`src/rtl/tmr_cap_filt_pkg.sv`:
```
// Shared types and defaults for the timer capture input conditioning stage.
// Edge-select encoding and the edge qualification helper live here.
package tmr_cap_filt_pkg;

    localparam int TMR_CAP_SDIV_WIDTH = 8;
    localparam int TMR_CAP_FILT_WIDTH = 4;
    localparam int TMR_CAP_PSC_WIDTH  = 3;

    typedef enum logic [1:0] {
        TMR_CAP_EDGE_RISE = 2'b00,
        TMR_CAP_EDGE_FALL = 2'b01,
        TMR_CAP_EDGE_BOTH = 2'b10,
        TMR_CAP_EDGE_NONE = 2'b11
    } cap_edge_e;

    // lvl is the new filtered level after the edge event
    function automatic logic edge_match(input logic [1:0] sel,
                                        input logic       lvl);
        logic m;
        m = 1'b0;
        unique case (cap_edge_e'(sel))
            TMR_CAP_EDGE_RISE: m = lvl;
            TMR_CAP_EDGE_FALL: m = ~lvl;
            TMR_CAP_EDGE_BOTH: m = 1'b1;
            TMR_CAP_EDGE_NONE: m = 1'b0;
        endcase
        return m;
    endfunction

endpackage

```
`src/rtl/tmr_cap_smp_div.sv`:
```
// Sample-tick divider for the capture filter.
// Ticks once every sdiv_i+1 enabled cycles; held at zero while disabled.
module tmr_cap_smp_div #(
    parameter int WIDTH = 8
) (
    input  logic             clk_i,
    input  logic             rst_i,
    input  logic             en_i,
    input  logic [WIDTH-1:0] sdiv_i,
    output logic             tick_o
);

    logic [WIDTH-1:0] sdiv_cnt;

    // >= so a lowered period ticks at once instead of wrapping
    assign tick_o = en_i && (sdiv_cnt >= sdiv_i);

    always_ff @(posedge clk_i or posedge rst_i) begin
        if (rst_i) begin
            sdiv_cnt <= '0;
        end else if (!en_i || tick_o) begin
            sdiv_cnt <= '0;
        end else begin
            sdiv_cnt <= sdiv_cnt + 1'b1;
        end
    end

endmodule

```
`src/rtl/tmr_cap_filt.sv`:
```
// Capture pin conditioning: synchroniser, sampled-run glitch filter,
// edge select and edge prescaler feeding the timer capture channel.
module tmr_cap_filt
    import tmr_cap_filt_pkg::*;
#(
    parameter int SDIV_WIDTH = TMR_CAP_SDIV_WIDTH,
    parameter int FILT_WIDTH = TMR_CAP_FILT_WIDTH,
    parameter int PSC_WIDTH  = TMR_CAP_PSC_WIDTH
) (
    input  logic                  clk_i,
    input  logic                  rst_i,
    input  logic                  en_i,
    input  logic [SDIV_WIDTH-1:0] sdiv_i,
    input  logic [FILT_WIDTH-1:0] flen_i,
    input  logic [1:0]            esel_i,
    input  logic [PSC_WIDTH-1:0]  psc_i,
    input  logic                  cap_i,
    output logic                  cap_o,
    output logic                  cap_pls_o,
    output logic                  glitch_o
);

    logic                  s_meta;
    logic                  s_smp;
    logic                  tick;
    logic [FILT_WIDTH-1:0] run_cnt;
    logic [FILT_WIDTH-1:0] run_nxt;
    logic [PSC_WIDTH-1:0]  psc_cnt;
    logic [PSC_WIDTH-1:0]  psc_nxt;
    logic                  cap_nxt;
    logic                  glitch_nxt;
    logic                  pls_nxt;
    logic                  edge_evt;
    logic                  edge_qual;

    always_ff @(posedge clk_i or posedge rst_i) begin
        if (rst_i) begin
            s_meta <= 1'b0;
            s_smp  <= 1'b0;
        end else begin
            s_meta <= cap_i;
            s_smp  <= s_meta;
        end
    end

    tmr_cap_smp_div #(
        .WIDTH (SDIV_WIDTH)
    ) u_smp_div (
        .clk_i  (clk_i),
        .rst_i  (rst_i),
        .en_i   (en_i),
        .sdiv_i (sdiv_i),
        .tick_o (tick)
    );

    always_comb begin
        cap_nxt    = cap_o;
        run_nxt    = run_cnt;
        glitch_nxt = 1'b0;
        edge_evt   = 1'b0;
        if (!en_i) begin
            cap_nxt = s_smp;
            run_nxt = '0;
        end else if (tick) begin
            if (s_smp == cap_o) begin
                run_nxt    = '0;
                glitch_nxt = (run_cnt != '0);
            end else if (run_cnt >= flen_i) begin
                cap_nxt  = s_smp;
                run_nxt  = '0;
                edge_evt = 1'b1;
            end else begin
                run_nxt = run_cnt + 1'b1;
            end
        end
    end

    assign edge_qual = edge_evt && edge_match(esel_i, s_smp);

    always_comb begin
        psc_nxt = psc_cnt;
        pls_nxt = 1'b0;
        if (!en_i) begin
            psc_nxt = '0;
        end else if (edge_qual) begin
            if (psc_cnt >= psc_i) begin
                pls_nxt = 1'b1;
                psc_nxt = '0;
            end else begin
                psc_nxt = psc_cnt + 1'b1;
            end
        end
    end

    always_ff @(posedge clk_i or posedge rst_i) begin
        if (rst_i) begin
            cap_o     <= 1'b0;
            cap_pls_o <= 1'b0;
            glitch_o  <= 1'b0;
            run_cnt   <= '0;
            psc_cnt   <= '0;
        end else begin
            cap_o     <= cap_nxt;
            cap_pls_o <= pls_nxt;
            glitch_o  <= glitch_nxt;
            run_cnt   <= run_nxt;
            psc_cnt   <= psc_nxt;
        end
    end

endmodule

```
`config.mk`:
```
export PLATFORM = sky130hd
export DESIGN_NAME = tmr_cap_filt
export DESIGN_NICKNAME = d
export VERILOG_FILES = /design/src/rtl/tmr_cap_filt_pkg.sv /design/src/rtl/tmr_cap_smp_div.sv /design/src/rtl/tmr_cap_filt.sv
export SDC_FILE = /design/constraint.sdc
export NUM_CORES = 1
export LEC_CHECK = 0
export CAP_MARGIN = 20
export CORE_UTILIZATION = 30
export CTS_CLUSTER_SIZE = 40
export DETAILED_ROUTE_END_ITERATION = 8
export PLACE_DENSITY = 0.49
export SLEW_MARGIN = 10
export SYNTH_ARGS = -nofsm -noshare
export SYNTH_HDL_FRONTEND = slang
export SYNTH_SLANG_ARGS = --single-unit
```
`constraint.sdc`:
```
create_clock -name clk_i -period 2.3 [get_ports clk_i]
set_clock_uncertainty 0.15 [all_clocks]
set_input_delay 0.69 -clock clk_i [delete_from_list [all_inputs] [get_ports clk_i]]
set_output_delay 0.69 -clock clk_i [all_outputs]
set_load 0.005 [all_outputs]
```
**Yosys cells after proc, flatten, opt, wreduce, memory -nomap -nowiden**

Cells that the tools add are included.

- Reductions and logical operators: 7
- Mux-type cells: 23
- Add/subtract/negate cells: 3
- Bitwise gates (word level): 1
- Order comparisons: 3
- Eq/ne operators: 8

Operators by type and width:

| kind | count |
|---|---|
| $mux W4 | 4 |
| $mux W1 | 14 |
| $mux W3 | 3 |
| $add A8 B1 Y8 const B | 1 |
| $ge A8 B8 Y1 | 1 |
| $mux W8 | 1 |
| $ne A2 B1 Y1 const B | 3 |
| $add A4 B1 Y4 const B | 1 |
| $eq A2 B2 Y1 const B | 2 |
| $ge A4 B4 Y1 | 1 |
| $pmux W1 S4 | 1 |
| $reduce_bool A4 Y1 | 1 |
| $add A3 B1 Y3 const B | 1 |
| $ge A3 B3 Y1 | 1 |
| $reduce_and A3 Y1 | 1 |
| $eq A2 B1 Y1 const B | 1 |
| $logic_and A1 B1 Y1 | 2 |
| $logic_not A2 Y1 | 1 |
| $ne A2 B2 Y1 const B | 1 |
| $eq A1 B1 Y1 | 1 |
| $logic_not A1 Y1 | 1 |
| $logic_or A1 B1 Y1 | 1 |
| $not A1 Y1 | 1 |

- Output and inout port bits: 3
- Bits of input ports: 21
- Register bits after elaboration: 20
- Logic and storage cells: 53

**Longest topological paths before layout**

Gate-level depths: netlist of the first run.

- Depth in word-level cells: 8
- Gate-level depth with buffers: 8

**Modules after synthesis**

A second synthesis of the first run with hierarchy kept.

- Cell total of the unflattened synthesis: 140
- Area, all modules: 1335.0 sq um

Modules (own cells, without submodules):

| module | cells each | area an instance (sq um) | times used |
|---|---|---|---|
| tmr_cap_filt | 80 | 753.2 | 1 |
| tmr_cap_smp_div | 60 | 581.8 | 1 |

**Worst setup path after synthesis of the first run**

Ideal clock, no wire load.

- Path type: input -> register
- Start point: input port sdiv_i[0]
- End point: register cap_o
- Required time: 2025 ps
- Slack: -249 ps
- Data arrival time: 2274 ps
- Stages on the path: 6
- Setup time: 125 ps
- Cell sequence: ha_1 > nand2b_1 > a2111oi_0 > o31ai_1 > a31oi_1 > mux2_2

- Word-level cells in the longest chain between the ends: 4

Ends and longest elaborated chain:

| item | line | source |
|---|---|---|
| start, declared | tmr_cap_filt.sv:13 | `input logic [SDIV_WIDTH-1:0] sdiv_i,` |
| $ge A8 B8 Y1 | tmr_cap_smp_div.sv:16 | `assign tick_o = en_i && (sdiv_cnt >= sdiv_i);` |
| $logic_and A1 B1 Y1 | tmr_cap_smp_div.sv:16 |  |
| $ne A2 B1 Y1 (no source line) | -- |  |
| $reduce_and A3 Y1 (no source line) | -- |  |
| end signal, assigned | tmr_cap_filt.sv:103 | `cap_o <= cap_nxt;` |
| end, declared | tmr_cap_filt.sv:18 | `output logic cap_o,` |

No other way between the ends.
A chain may end at the register's enable or synchronous reset.

**Final worst setup path of the first run**

- Start point: input port flen_i[0]
- End point: register run_cnt[1]

- Word-level cells in the longest chain between the ends: 5

Ends and longest elaborated chain:

| item | line | source |
|---|---|---|
| start, declared | tmr_cap_filt.sv:14 | `input logic [FILT_WIDTH-1:0] flen_i,` |
| $ge A4 B4 Y1 | tmr_cap_filt.sv:68 | `end else if (run_cnt >= flen_i) begin` |
| $mux W4 | tmr_cap_filt.sv:68 |  |
| $mux W4 | tmr_cap_filt.sv:65 | `if (s_smp == cap_o) begin` |
| $mux W4 | tmr_cap_filt.sv:64 | `end else if (tick) begin` |
| $mux W4 | tmr_cap_filt.sv:61 | `if (!en_i) begin` |
| end signal, assigned | tmr_cap_filt.sv:106 | `run_cnt <= run_nxt;` |
| end, declared | tmr_cap_filt.sv:26 | `logic [FILT_WIDTH-1:0] run_cnt;` |

No other way between the ends. The select of a mux whose other input is x is not followed.

==> metrics.csv, run 1 <==
stage;metric;value;unit
sta;hold-worst-slack;0.203;ns
setup_path;critPathMaxFanout;3;
detailed_routing;antenna_left;0;
global_routing;antenna_found_initial;0;
sta;setup_viol;0;
place;routabilityCongestion;0.770;
die;pin_count;24;
setup_path;r2r_slack;0.03;ns
synth;yosysMostFrequentCell;dfrtp_1;
clock_tree;cts_sinks;20;
global_routing;grt_max_degree;21;
synth;yosysWarnings;0;
sta;drv_slew;0;
detailed_routing;routed_wl;2840;um
pwr;leakage;0.979;nW
clock_tree;htree_levels;1;
setup_path;crit_type;in2reg;
detailed_routing;wl_per_cell;12.0;um
setup_path;cp.required;2.35;ns
synth;yosysTopAreaCell;dfrtp_1;
global_routing;grt_pass1_wl;4770;um
run;drv_cap;0;
synth;ys_seq_elements;20;
sta;period_minus_slack;2.30;ns
finish;diodes;0;
synth;synthXorXnorAreaFrac;4.66;%
detailed_routing;drc;0;
clock_tree;clock_latency;0.26;ns
synth;synthMuxAreaShare;2.38;%
synth;ys_seq_area_share;38.1;%
synth;syn_area_per_cell;9.46;um2
synth;synth.area.top_cells;dfrtp_1 (38%), ha_1 (18%), inv_1 (5.4%), nor2_1 (4.3%), xor2_1 (2.7%);
run_status;status;finished clean;
sta;layout_setup_ws;0.00122;ns
die;num_rows;23;
detailed_routing;firstDrtPassIters;4;
detailed_routing;vias;1095;
global_routing;grt_pass1_vias;1112;
clock_tree;cts_hold_buffers;0;
global_routing;grt_overflow;0;
synth;yosys.area_share.simple;19.3;%
synth;ys.flop_type;dfrtp_1;
synth;synth_edf_count;0;
setup_path;critPathCaptureType;flip-flop;
sta;final_hold_viol_count;0;
hold_path;min_path_type;reg2reg;
setup_path;critPathLaunchType;input port;
sta;post-route-period-util;99.9;%
synth;syn_inst;139;
clock_tree;numCtsBuffers;3;
clock_tree;clockRootBuffer;clkbuf_8;
sta;grt_setup_unrepaired;yes;
synth;yosys-top-cells-count;dfrtp_1 (20), ha_1 (19), inv_1 (19);
place;dp_slack;-0.674;ns
global_routing;grt_usage;13.9;%
synth;syn_nets;179;
synth;synth-async-reset-ratio;100;%
die;die_h;68.2;um
synth;yosysTopAreaCellShare;38.1;%
sta;max_freq;0.435;GHz
clock_tree;max-clock-path-buffers;2;
sta;tightest_slew;0.341;ns
synth;syn_area;1320;um2
detailed_routing;drtIter0Drc;23;
synth;synth_top_family_by_area;simple AND/OR/NAND/NOR gates;
pwr;irDropWorstVdd;312;uV
detailed_routing;vias_per_cell;4.64;
pwr;power.density;452;nW/um2
clock_tree;cts_tree;yes;
sta;max-slew-margin-rel;77.3;%
place;numPortBuffers;23;
synth;yosysUniqueCellTypes;36;
clock_tree;clk_pin_slew;0.08;ns
finish;layout-drive-gt1-share;31.7;%
finish;nets;227;
place;dp_hpwl;2140;um
sta;tns;0;ns
die;start_util;32.0;%
synth;synth_fa_ha_area_share;18.1;%
synth;synth_compound_area_share;11.7;%
die;fp.dieArea;4650;um2
die;coreArea;4120;um2
finish;area_delta_synth_final;51.0;%
setup_path;arrival;2.35;ns
die;die_w;68.2;um
==> layout by cell type, fill, tap and decap left out, drive strengths merged, types with 4 or more instances in the layout <==
master	Yosys	routed
nand3	5	5
dlygate4sd2	0	7
a21oi	5	5
dfrtp	20	20
nand2b	5	5
clkdlybuf4s50	0	11
nor2	15	15
ha	19	19
inv	19	19
buf	1	23
clkbuf	0	5
xor2	4	4
nand2	9	9
==> through the flow <==
step	total power [W]	std cells	util [%]	area, um2
2_1_floorplan	0.000442	139	-	1350
3_3_place_gp	0.000515	227	42.7	1760
3_5_place_dp	0.000517	227	42.7	1760
4_1_cts	0.000912	234	47.8	1970
5_1_grt	0.000940	236	48.3	1990
6_report	0.000897	236	48.3	1990
==> where the power goes <==
part | switching, W | leakage [nW] | internal, W
Sequential | 0.00000857 | 0.270 | 0.000360
Combinational | 0.0000738 | 0.673 | 0.0000985
Clock | 0.000124 | 0.0357 | 0.000232
Total | 0.000207 | 0.979 | 0.000691
==> cells by family (layout without fill, tap and decap cells) <==
family	count (synthesis)	in the layout
XOR/XNOR	7	7
buffers and inverters	20	67
AND/OR/NAND/NOR	49	49
AO/OA/AOI/OAI	21	21
adder cells (fa/ha/maj)	19	19
flip-flops	20	20
multiplexers	3	3
==> flip-flops by register name, summed over array words and instances (netlist names) <==
signal and count:
glitch_o 1, psc_cnt 3, s_meta 1, u_smp_div.sdiv_cnt 8, run_cnt 4, s_smp 1, cap_pls_o 1, cap_o 1
==> worst max-delay path, stage by stage <==
cell and delay [ns]:
buf_6 0.09, ha_4 0.19, nand2b_4 0.12, a2111o_1 0.38
a221o_1 0.39, or3b_1 0.40, o21ai_2 0.07
==> timing repair <==
| item | CTS | global route |
|---|---|---|
| setup buffers | 3 | 2 |
| resized for setup | 43 | 8 |
| pin swaps | 20 | 8 |
| endpoints found under the setup margin | 18 | 7 |
==> final cells by class <==
cell class	count	area [um2]
Clock buffer	3	41.3
Clock inverter	1	30.0
Fill cell	398	2130
Inverter	19	71.3
Multi-Input combinational cell	99	907
Sequential cell	20	500
Tap cell	50	62.6
Timing Repair Buffer	44	373
==> per-layer routing <==
metal,track usage [%],vias up,wire [um]
met2,26.5,20,1440
met5,0,-,0
li1,-,571,-
met3,3.50,2,99
met4,2.34,0,16
met1,15.5,502,1290
==> worst paths after layout <==
check / startpoint / endpoint / cells past startpoint
worst max-delay path: flen_i[0] / run_cnt[1]$_DFFE_PP0N_ / 7
worst min-delay path: s_meta$_DFF_PP0_ / s_smp$_DFF_PP0_ / 0
worst max register to register: run_cnt[0]$_DFFE_PP0N_ / run_cnt[1]$_DFFE_PP0N_ / 7
worst min register to register: s_meta$_DFF_PP0_ / s_smp$_DFF_PP0_ / 0
max in group asynchronous: rst_i / cap_o$_DFFE_PP0P_ / 3
min in group asynchronous: rst_i / u_smp_div.sdiv_cnt[0]$_DFF_PP0_ / 3
Power figures use the tool's default switching activity.
==> inputs of run 2 (changes only) <==
--- a/config.mk
+++ b/config.mk
@@ -9,6 +9,7 @@
 export CORE_UTILIZATION = 30
 export CTS_CLUSTER_SIZE = 40
 export DETAILED_ROUTE_END_ITERATION = 8
+export GPL_ROUTABILITY_DRIVEN = 0
 export PLACE_DENSITY = 0.49
 export SLEW_MARGIN = 10
 export SYNTH_ARGS = -nofsm -noshare
==> results of run 2 <==
No change in the layout: final DEF, timing and power equal those of run 1.
==> inputs of run 3 (changes only) <==
--- a/config.mk
+++ b/config.mk
@@ -6,11 +6,13 @@
 export NUM_CORES = 1
 export LEC_CHECK = 0
 export CAP_MARGIN = 20
+export CELL_PAD_IN_SITES_DETAIL_PLACEMENT = 1
+export CELL_PAD_IN_SITES_GLOBAL_PLACEMENT = 1
 export CORE_UTILIZATION = 30
 export CTS_CLUSTER_SIZE = 40
 export DETAILED_ROUTE_END_ITERATION = 8
 export GPL_ROUTABILITY_DRIVEN = 0
-export PLACE_DENSITY = 0.49
+export PLACE_DENSITY_LB_ADDON = 0.3
 export SLEW_MARGIN = 10
 export SYNTH_ARGS = -nofsm -noshare
 export SYNTH_HDL_FRONTEND = slang
==> run 3 against run 2 <==
  * Total power is 0.32% higher
  * Non-clock buffer count is 4 lower
  * Clock power is 4% higher
  * Critical endpoint unchanged
  * Sequential power hardly changed
  * Final area is 2.3% lower
  * Largest cell class unchanged
  * Hold slack better by 0.015 ns
  * Die area stayed put
  * Routed wire length is 19% higher
==> metrics.csv, run 3 (synthesized netlist as in run 1, its figures left out) <==
stage;metric;value;unit;change
global_routing;grt_max_degree;21;;unchanged
die;die_h;68.2;um;unchanged
finish;largest_reg_flops;8;;unchanged
sta;tightest_slew;0.339;ns;-0.00136 ns
detailed_routing;drtIter0Drc;56;;+140%
sta;grt_setup_unrepaired;yes;;
setup_path;critPathCaptureType;flip-flop;;
global_routing;grt_overflow;0;;unchanged
detailed_routing;vias;1162;;+6.1%
clock_tree;htree_levels;1;;unchanged
finish;diodes;0;;unchanged
clock_tree;max-clock-path-buffers;2;;unchanged
setup_path;worst_r2r_endpoint;run_cnt[1]$_DFFE_PP0N_;;
pwr;leakage;0.947;nW;-3.3%
detailed_routing;firstDrtPassIters;4;;unchanged
sta;max-slew-margin-rel;77.4;%;+0.091 points
pwr;irDropWorstVdd;275;uV;-12%
clock_tree;cts_sinks;20;;unchanged
sta;period_minus_slack;2.29;ns;-0.0123 ns
finish;multi_input_area;883;um2;-2.6%
setup_path;critPathMaxFanout;3;;unchanged
die;die_w;68.2;um;unchanged
clock_tree;cts_tree;yes;;
sta;final_hold_viol_count;0;;unchanged
clock_tree;numCtsBuffers;3;;unchanged
place;dp.cells;225;;-0.88%
setup_path;critPathLaunchType;input port;;
setup_path;crit_path_start;flen_i[0];;
global_routing;grt_pass1_vias;1333;;+20%
run_status;status;finished clean;;
clock_tree;clock_latency;0.27;ns;about the same
global_routing;grt_usage;17.2;%;+3.3 points
setup_path;r2r_slack;0.04;ns;about the same
setup_path;cp.required;2.36;ns;about the same
sta;setup_viol;0;;unchanged
die;coreArea;4120;um2;unchanged
hold_path;min_path_cells;0;;unchanged
setup_path;r2r-start;run_cnt[0]$_DFFE_PP0N_;;
sta;hold-worst-slack;0.218;ns;+0.0149 ns
finish;layout-drive-gt1-share;28.6;%;-3.1 points
setup_path;arrival;2.34;ns;about the same
setup_path;ff2ff_path_depth;7;;unchanged
global_routing;antenna_found_initial;0;;unchanged
pwr;power.density;464;nW/um2;+2.7%
finish;seqCellArea;500;um2;unchanged
hold_path;min_path_type;reg2reg;;
sta;drv_slew;0;;unchanged
finish;area_delta_synth_final;47.5;%;
clock_tree;clk_pin_slew;0.08;ns;about the same
detailed_routing;vias_per_cell;5.01;;+7.9%
detailed_routing;wl_per_cell;14.5;um;+21%
finish;final_cell_mix;dfrtp_1 (20), buf_4 (16), inv_1 (13), nor2_1 (13);;
setup_path;cp-endpoint;run_cnt[1]$_DFFE_PP0N_;;
finish;stdcell_count;232;;-1.7%
run;drv_cap;0;;unchanged
place;dp_hpwl;2580;um;+21%
setup_path;crit_type;in2reg;;
die;fp.dieArea;4650;um2;unchanged
detailed_routing;drc;0;;unchanged
detailed_routing;antenna_left;0;;unchanged
finish;largest_register;u_smp_div.sdiv_cnt;;
sta;post-route-period-util;99.4;%;-0.53 points
global_routing;grt_pass1_wl;5780;um;+21%
sta;max_freq;0.437;GHz;+0.54%
hold_path;worstHoldStart;s_meta$_DFF_PP0_;;
die;pin_count;24;;unchanged
place;numPortBuffers;23;;unchanged
finish;final_common_cell;dfrtp_1;;
finish;n_fill_cell;461;;+16%
clock_tree;clockRootBuffer;clkbuf_8;;
die;start_util;32.0;%;unchanged
finish;nets;223;;-1.8%
detailed_routing;routed_wl;3370;um;+19%
die;num_rows;23;;unchanged
finish;largestRegisters;u_smp_div.sdiv_cnt: 8 flops, run_cnt: 4 flops, psc_cnt: 3 flops;;
==> run 3: cell types whose count changed in the layout (fill, tap and decap cells not counted), moves of 2 or more <==
cell and change:
buf_4 -3, clkbuf_2 -2, clkdlybuf4s15_1 +3, nor2_2 +2, nor2_4 -2
==> run 3: worst min-delay path by stage <==
stage	to	slack, ns
finish	s_smp$_DFF_PP0_	0.22
CTS	s_smp$_DFF_PP0_	0.22
floorplan	s_smp$_DFF_PP0_	0.18
global route	s_smp$_DFF_PP0_	0.24
detailed placement	s_smp$_DFF_PP0_	0.21
global placement	s_smp$_DFF_PP0_	0.19
==> run 3: final cells by class <==
class / instances / share of cell area [%]
clock inverters: 1 / 1.55
multi-input cells: 99 / 45.5
repair buffers: 40 / 18.1
well taps: 50 / 3.23
inverters: 19 / 3.68
flip-flops and latches: 20 / 25.8
clock buffers: 3 / 2.13
==> run 3: repair_timing <==
action,4_1_cts,5_1_grt
gates resized for setup,37,8
hold buffers,0,0
pin swaps,19,3
setup buffers,1,2
setup endpoints to repair,18,4
==> run 3: report_power, final <==
| group | switching [W] | internal (W) | leakage [nW] | total [W] |
|---|---|---|---|---|
| logic | 0.0000698 | 0.0000913 | 0.641 | 0.000161 |
| clock network | 0.000137 | 0.000233 | 0.0357 | 0.000370 |
| registers | 0.00000926 | 0.000360 | 0.270 | 0.000369 |
| total | 0.000216 | 0.000684 | 0.947 | 0.000900 |
==> run 3: per-layer routing <==
layer  up-vias  share of wire (%)  global-route usage, %
met5         -                  0                      0
met2        26                 54                   32.4
met3        11                3.5                   3.83
met1       563                 41                   18.0
li1        562                  -                      -
met4         0                2.3                   7.81
==> run 3: critical path, cell delays in order <==
cell and delay, ns:
buf_6 0.09, ha_4 0.19, nand2b_4 0.12, a2111o_1 0.42, a221o_1 0.37, or3b_1 0.38, o21ai_2 0.07
==> run 3: through the flow <==
step | total power [W] | setup slack, ns | setup TNS [ns] | cell area, um2 | utilization (%)
after floorplan | 0.000442 | -0.138 | -0.301 | 1350 | -
after global placement | 0.000512 | -0.636 | -9.29 | 1740 | 42.4
after detailed placement | 0.000518 | -0.688 | -9.95 | 1740 | 42.4
after CTS | 0.000901 | 0.0136 | 0 | 1900 | 46.2
after global routing | 0.000940 | -0.0387 | -0.152 | 1940 | 47.1
final | 0.000900 | 0.0135 | 0 | 1940 | 47.1
